--- src/rtl/spi_sdcmd_seq.sv ---
//==============================================================================
// Module      : spi_sdcmd_seq
// Description : Runs one SD-card SPI-mode command through the apb_spi
//               controller, acting as its APB master: loads the 5 command
//               bytes, starts the transfer with CRC7, drops the echo bytes,
//               polls for the response token and collects R1/R3/R7 bytes.
// Revision    : 1.0 - initial release
//==============================================================================
`default_nettype none

package spi_sdcmd_pkg;
    typedef struct packed {
        logic        pselx;
        logic        penable;
        logic [31:0] paddr;
        logic        pwrite;
        logic [31:0] pwdata;
        logic [3:0]  pstrb;
        logic [2:0]  pprot;
    } apb_in_type;

    typedef struct packed {
        logic        pready;
        logic [31:0] prdata;
        logic        pslverr;
    } apb_out_type;
endpackage

module spi_sdcmd_seq
    import spi_sdcmd_pkg::*;
#(
    parameter logic        ASYNC_RESET = 1'b1,
    parameter logic [31:0] SPI_BASE    = 32'h0,
    parameter int          NCR_MAX     = 16
) (
    input  logic        i_clk,
    input  logic        i_nrst,
    output apb_in_type  o_apbi,
    input  apb_out_type i_apbo,
    input  logic        i_req_valid,
    output logic        o_req_ready,
    input  logic [5:0]  i_req_cmd,
    input  logic [31:0] i_req_arg,
    input  logic [2:0]  i_req_resp_bytes,
    output logic        o_resp_valid,
    output logic [39:0] o_resp_data,
    output logic        o_resp_timeout,
    output logic        o_resp_err
);

    localparam logic [31:0] c_OFF_CTRL  = 32'h44;
    localparam logic [31:0] c_OFF_TX    = 32'h48;
    localparam logic [31:0] c_OFF_RX    = 32'h4C;
    localparam logic [7:0]  c_NCR_MAX   = 8'(NCR_MAX);

    typedef enum logic [3:0] {
        ST_IDLE, ST_TXB, ST_CTRL_CMD, ST_DISCARD, ST_CTRL_POLL,
        ST_RD_POLL, ST_CTRL_TAIL, ST_RD_TAIL, ST_DONE
    } state_t;

    typedef enum logic [1:0] {AP_IDLE, AP_SETUP, AP_ACCESS} ap_state_t;

    state_t      r_state, w_state_nx;
    ap_state_t   r_ap, w_ap_nx;
    logic [2:0]  r_k, w_k_nx, r_d, w_d_nx, r_n, w_n_nx, r_rb;
    logic [7:0]  r_p, w_p_nx;
    logic [5:0]  r_cmd;
    logic [31:0] r_arg;
    logic [39:0] r_resp_data, w_resp_nx;
    logic        r_timeout, w_to_nx, r_err, w_err_nx;
    logic [31:0] r_paddr, r_pwdata;
    logic        r_pwrite;
    logic [31:0] w_req_addr, w_req_data;
    logic        w_req_write, w_need;
    logic        w_rst_n, w_accept, w_ap_done, w_rx_empty;
    logic [7:0]  w_rx_byte, w_p_inc;
    logic [2:0]  w_k_inc, w_d_inc, w_n_dec, w_rb_clamp;
    logic        w_unused_prdata;

    // Only the asynchronous flop style is implemented; both branches route the pin.
    if (ASYNC_RESET) begin : g_rst_async
        assign w_rst_n = i_nrst;
    end else begin : g_rst_fallback
        assign w_rst_n = i_nrst;
    end

    assign w_accept        = i_req_valid && (r_state == ST_IDLE);
    assign w_ap_done       = (r_ap == AP_ACCESS) && i_apbo.pready;
    assign w_rx_empty      = i_apbo.prdata[31];
    assign w_rx_byte       = i_apbo.prdata[7:0];
    assign w_unused_prdata = ^i_apbo.prdata[30:8];
    assign w_k_inc         = (r_k == 3'd4)  ? r_k : r_k + 3'd1;
    assign w_d_inc         = (r_d == 3'd6)  ? r_d : r_d + 3'd1;
    assign w_n_dec         = (r_n == 3'd0)  ? r_n : r_n - 3'd1;
    assign w_p_inc         = (r_p == 8'hFF) ? r_p : r_p + 8'd1;
    assign w_rb_clamp      = (i_req_resp_bytes == 3'd0) ? 3'd1 :
                             (i_req_resp_bytes > 3'd5)  ? 3'd5 : i_req_resp_bytes;

    // Which APB access the current sequencer step needs
    always_comb begin
        w_need      = 1'b1;
        w_req_write = 1'b1;
        w_req_addr  = SPI_BASE + c_OFF_CTRL;
        w_req_data  = 32'h0;
        case (r_state)
            ST_TXB: begin
                w_req_addr = SPI_BASE + c_OFF_TX;
                case (r_k)
                    3'd0:    w_req_data = {24'h0, 2'b01, r_cmd};
                    3'd1:    w_req_data = {24'h0, r_arg[31:24]};
                    3'd2:    w_req_data = {24'h0, r_arg[23:16]};
                    3'd3:    w_req_data = {24'h0, r_arg[15:8]};
                    default: w_req_data = {24'h0, r_arg[7:0]};
                endcase
            end
            ST_CTRL_CMD:  w_req_data = 32'h0005_0080;
            ST_CTRL_POLL: w_req_data = 32'h0001_0000;
            ST_CTRL_TAIL: w_req_data = {13'b0, r_n, 16'h0};
            ST_DISCARD, ST_RD_POLL, ST_RD_TAIL: begin
                w_req_write = 1'b0;
                w_req_addr  = SPI_BASE + c_OFF_RX;
            end
            default: w_need = 1'b0;
        endcase
    end

    // APB sub-FSM next state: setup for one cycle, access until pready
    always_comb begin
        w_ap_nx = r_ap;
        case (r_ap)
            AP_IDLE:   if (w_need) w_ap_nx = AP_SETUP;
            AP_SETUP:  w_ap_nx = AP_ACCESS;
            AP_ACCESS: if (i_apbo.pready) w_ap_nx = AP_IDLE;
            default:   w_ap_nx = AP_IDLE;
        endcase
    end

    // APB sub-FSM register; request fields are frozen when an access starts
    always_ff @(posedge i_clk or negedge w_rst_n) begin
        if (!w_rst_n) begin
            r_ap     <= AP_IDLE;
            r_paddr  <= 32'h0;
            r_pwdata <= 32'h0;
            r_pwrite <= 1'b0;
        end else begin
            r_ap <= w_ap_nx;
            if (r_ap == AP_IDLE && w_need) begin
                r_paddr  <= w_req_addr;
                r_pwdata <= w_req_data;
                r_pwrite <= w_req_write;
            end
        end
    end

    // Sequencer next state and counter/response updates; steps only on access completion
    always_comb begin
        w_state_nx = r_state;
        w_k_nx     = r_k;
        w_d_nx     = r_d;
        w_p_nx     = r_p;
        w_n_nx     = r_n;
        w_resp_nx  = r_resp_data;
        w_to_nx    = r_timeout;
        w_err_nx   = r_err;
        if (r_state == ST_IDLE) begin
            if (w_accept) begin
                w_state_nx = ST_TXB;
                w_k_nx     = 3'd0;
                w_d_nx     = 3'd0;
                w_p_nx     = 8'd0;
                w_n_nx     = 3'd0;
                w_resp_nx  = 40'h0;
                w_to_nx    = 1'b0;
                w_err_nx   = 1'b0;
            end
        end else if (r_state == ST_DONE) begin
            w_state_nx = ST_IDLE;
        end else if (w_ap_done) begin
            if (i_apbo.pslverr) begin
                w_err_nx   = 1'b1;
                w_state_nx = ST_DONE;
            end else begin
                case (r_state)
                    ST_TXB: begin
                        if (r_k == 3'd4) w_state_nx = ST_CTRL_CMD;
                        else             w_k_nx     = w_k_inc;
                    end
                    ST_CTRL_CMD: begin
                        w_state_nx = ST_DISCARD;
                        w_d_nx     = 3'd0;
                    end
                    ST_DISCARD: if (!w_rx_empty) begin
                        w_d_nx = w_d_inc;
                        if (w_d_inc == 3'd6) begin
                            w_state_nx = ST_CTRL_POLL;
                            w_p_nx     = 8'd0;
                        end
                    end
                    ST_CTRL_POLL: w_state_nx = ST_RD_POLL;
                    ST_RD_POLL: if (!w_rx_empty) begin
                        if (w_rx_byte != 8'hFF) begin
                            w_resp_nx  = {r_resp_data[31:0], w_rx_byte};
                            w_n_nx     = r_rb - 3'd1;
                            w_state_nx = (r_rb == 3'd1) ? ST_DONE : ST_CTRL_TAIL;
                        end else begin
                            w_p_nx = w_p_inc;
                            if (w_p_inc == c_NCR_MAX) begin
                                w_to_nx    = 1'b1;
                                w_resp_nx  = 40'hFF;
                                w_state_nx = ST_DONE;
                            end else begin
                                w_state_nx = ST_CTRL_POLL;
                            end
                        end
                    end
                    ST_CTRL_TAIL: w_state_nx = ST_RD_TAIL;
                    ST_RD_TAIL: if (!w_rx_empty) begin
                        w_resp_nx = {r_resp_data[31:0], w_rx_byte};
                        w_n_nx    = w_n_dec;
                        if (w_n_dec == 3'd0) w_state_nx = ST_DONE;
                    end
                    default: ;
                endcase
            end
        end
    end

    // Sequencer state, counters and latched request
    always_ff @(posedge i_clk or negedge w_rst_n) begin
        if (!w_rst_n) begin
            r_state     <= ST_IDLE;
            r_k         <= 3'd0;
            r_d         <= 3'd0;
            r_p         <= 8'd0;
            r_n         <= 3'd0;
            r_rb        <= 3'd1;
            r_cmd       <= 6'd0;
            r_arg       <= 32'h0;
            r_resp_data <= 40'h0;
            r_timeout   <= 1'b0;
            r_err       <= 1'b0;
        end else begin
            r_state     <= w_state_nx;
            r_k         <= w_k_nx;
            r_d         <= w_d_nx;
            r_p         <= w_p_nx;
            r_n         <= w_n_nx;
            r_resp_data <= w_resp_nx;
            r_timeout   <= w_to_nx;
            r_err       <= w_err_nx;
            if (w_accept) begin
                r_cmd <= i_req_cmd;
                r_arg <= i_req_arg;
                r_rb  <= w_rb_clamp;
            end
        end
    end

    // Output drive: APB strobes decode straight from the sub-FSM state
    always_comb begin
        o_apbi         = '0;
        o_apbi.pselx   = (r_ap != AP_IDLE);
        o_apbi.penable = (r_ap == AP_ACCESS);
        o_apbi.paddr   = r_paddr;
        o_apbi.pwrite  = r_pwrite;
        o_apbi.pwdata  = r_pwdata;
        o_apbi.pstrb   = 4'hF;
        o_apbi.pprot   = 3'b000;
        o_req_ready    = (r_state == ST_IDLE);
        o_resp_valid   = (r_state == ST_DONE);
        o_resp_data    = r_resp_data;
        o_resp_timeout = r_timeout;
        o_resp_err     = r_err;
    end

endmodule

`default_nettype wire

--- config.mk ---
export PLATFORM = sky130hd
export DESIGN_NAME = spi_sdcmd_seq
export DESIGN_NICKNAME = d
export VERILOG_FILES = /design/src/rtl/spi_sdcmd_seq.sv
export SDC_FILE = /design/constraint.sdc
export NUM_CORES = 1
export LEC_CHECK = 0
export ABC_AREA = 1
export BUFFER_PORTS_ARGS = -buffer_cell sky130_fd_sc_hd__buf_4
export CAP_MARGIN = 30
export CORE_AREA = 10 10 138 140
export DETAILED_ROUTE_END_ITERATION = 10
export DIE_AREA = 0 0 148 150
export PLACE_DENSITY = 0.67
export SYNTH_ARGS = -nofsm -noshare
export SYNTH_HDL_FRONTEND = slang
export SYNTH_SLANG_ARGS = --single-unit
--- constraint.sdc ---
create_clock -name i_clk -period 5.85 [get_ports i_clk]
set_input_delay 0.585 -clock i_clk [delete_from_list [all_inputs] [get_ports i_clk]]
set_output_delay 0.585 -clock i_clk [all_outputs]
set_load 0.02 [all_outputs]
==> impl_results.md <==
- Outcome: complete, no violations
- # setup viols final: 0
- Layout cells sized above 1: 20.4%
- HPWL after DPL: between 10,000 and 15,000 um
- Hold_ws: 0.203 ns
- Placer congestion estimate: 0.844
- Largest stage delay on the critical path: 0.61 ns
- Die area: 0.0222 sq mm
- Most common cell in the netlist: nand2_1
- Antenna-violating nets left: 0
- Max VDD drop: 241 uV
- RSZ-0062 raised after global routing: no
- Bufs on Longest Clock Path: 2
- Fraction of registers with async set/reset: between 90% and 100%
- Slew margin rel.: 39.5%
- Initial drt markers: 359
- Synth area leaders: dfrtp_1 47%, nand2_1 11%, nand3_1 7.3%
- GRT Total Usage: 14.7%
- F_max: 329 MHz
- Crit. End Element: flip-flop
- Via count of the first global-routing pass: 5,340
- Worst EP required: ~6.2 ns
- Slew @ Worst Pin: between 0.9 and 1 ns
- Clock skew: ~0.0074 ns
- Diodes inserted: 0
- Hold Path Class: input port to asynchronous set/reset pin
- Routed len/inst: 14.7 um
- Max-cap viol count: 0
- Drt total wl: between 15,000 and 20,000 um
- P_leak: 4.05 nW
- Commonest cells post-synth: 190 x nand2_1, 120 x dfrtp_1, 94 x nand3_1
- Critical Path Fanout Max: 46
- Share of the synthesized area in the top cell type: 46.8%
- Post-Syn Area: between 0.006 and 0.007 sq mm
- Layout area overhead: 21.7%
- Die Width: 148 um
- Period utilization: 52.0%
- Synth Warn #: 0
- Root Buffer: clkbuf_16
- Leading area contributor after synthesis: dfrtp_1
- Cells after Synth: 784
- Fillers: about 1,600
- Setup CP Type: flip-flop to flip-flop
- Main synth FF type: dfrtp_1
- Port Buffer Count: 115
- Core Rows: 47
- Syn Area/Cell: 8.19 sq um
- Setup repair bufs after CTS: 0
- Vias per inst: 4.69
- GRT overflow: 0
- Num CTS Buffers: 17
- Cell Pwr Density: slightly above 500 mW/mm^2
- Antenna violations before repair: 0
- Post-cts gate resize count: 0
- Synth Register Bits: roughly 120
- Final min period: 3.04 ns
- Family with the most delay on the worst path: simple AND/OR/NAND/NOR gates
- Core Region: 0.0163 sq mm
- Clock Pin Slew Worst Setup and Hold Paths: 0.06 ns
- Netlist cell types: 44
- Cts hold-fix bufs: 0
- I/O Pins: between 150 and 200
- DR DRC count: 0
- Clock sinks: 121
- Initial core utilization: between 30% and 40%
- Slowest-stage cell, CP: nand2_4
- EDFF count, synth: 0
- Die Ht: approximately 150 um
- Fin util: 47.8%
- H-tree levels: 4
- Setup TNS: 0 ns
- Pins over their slew limit: 0
- Largest net degree at the start of global routing: 74
- CP bufs+invs: 1
- CTS tree: yes
- Crit-path cells: nor2_2 > nand2_4 > clkinv_2 > nand2_4 > nand2_2 > nand2_2 > nor2_4 > nand2_2 > nand2_4 > nand3_1 > nand2_1
- Register area share after synthesis: a little under half
- Drt pass-1 iters: 5
- Worst endpoint data arrival time: 3.40 ns
- Fin. Hold Viols: 0
- DR vias: 5,272
- First-pass GRT wire length: 26,700 um
- Nets: between 900 and 1,000
- Worst Setup Start Kind: flip-flop
- Clock Latency Late Sink: 0.42 ns
-- where the power goes --
| group | internal [mW] | switching (mW) |
|---|---|---|
| combinational | 0.577 | 1.09 |
| clock | 0.609 | 0.398 |
| sequential | 1.15 | 0.187 |
-- cells in the final DEF (no fill, tap or decap), types with 3 or more instances in the layout --
cell type,instances
nand2_1,190
nor2_4,4
nand2_2,3
nand2_4,3
clkbuf_16,17
clkinvlp_4,5
a21oi_1,14
o21ai_2,7
clkinv_2,4
o31ai_1,5
nand3_1,94
inv_1,83
conb_1,57
buf_4,116
o211ai_1,3
or2_2,3
o21ai_0,70
o22ai_1,14
inv_2,4
nand4_1,4
xor2_1,3
dfrtp_1,120
nor3_1,8
nor2_1,32
ha_1,12
-- stage by stage --
stage | cell area, sq um | setup WS [ns] | std cells | power [mW]
floorplan | 6630 | 3.91 | 839 | 2.47
global placement | 7170 | 2.84 | 1089 | 2.96
detailed placement | 7190 | 2.82 | 1090 | 3.00
CTS | 7760 | 2.82 | 1122 | 4.02
global route | 7820 | 2.49 | 1124 | 4.32
finish | 7820 | 2.81 | 1124 | 4.02
-- flip-flops by register name, summed over array words and instances (netlist names) --
register and flops:
o_resp_data 40, o_resp_err 1, o_resp_timeout 1, r_ap 2
r_arg 32, r_cmd 6, r_d 3, r_k 3
r_n 3, r_p 8, r_paddr 3, r_pwdata 11
r_pwrite 1, r_rb 3, r_state 4
-- cell type report --
class	instances	area [sq um]	share of cell area [%]
clock inverter	13	120	1.54
timing repair buffer	119	946	12.1
multi-input combinational	544	2660	34.1
tap	220	275	3.52
sequential	121	3030	38.7
inverter	88	332	4.24
clock buffer	19	453	5.79
-- kinds of logic after synthesis --
family                     Yosys count  synth area share (%)
AOI/OAI and AO/OA                  122                  11.0
xor gates and xnor gates             4                 0.546
adders and majority gates           12                  2.34
buffers and inverters              174                  14.6
DFF                                121                  47.2
other                                2                 0.117
and+or+nand+nor                    349                  24.3
-- path summary, 6_finish.rpt --
path / startpoint / end / slack [ns] / cells past startpoint
max: r_state[3] / o_resp_data[10] / 2.81 / 11
min: i_nrst / r_arg[25] / 0.20 / 1
max reg2reg: r_state[3] / o_resp_data[10] / 2.81 / 11
min reg2reg: r_arg[7] / r_arg[7] / 0.47 / 2
max in group asynchronous: i_nrst / r_rb[0] / 4.67 / 3
min in group i_clk: i_req_cmd[4] / r_cmd[4] / 0.37 / 3
-- per-layer routing --
layer	routed length (um)	global-route usage [%]	up-vias
met1	7070	17.8	2454
met2	8080	23.8	142
met3	999	4.92	26
met5	0	0	-
li1	-	-	2650
met4	324	5.65	0
Note: power is estimated with default switching activity, not from simulation.
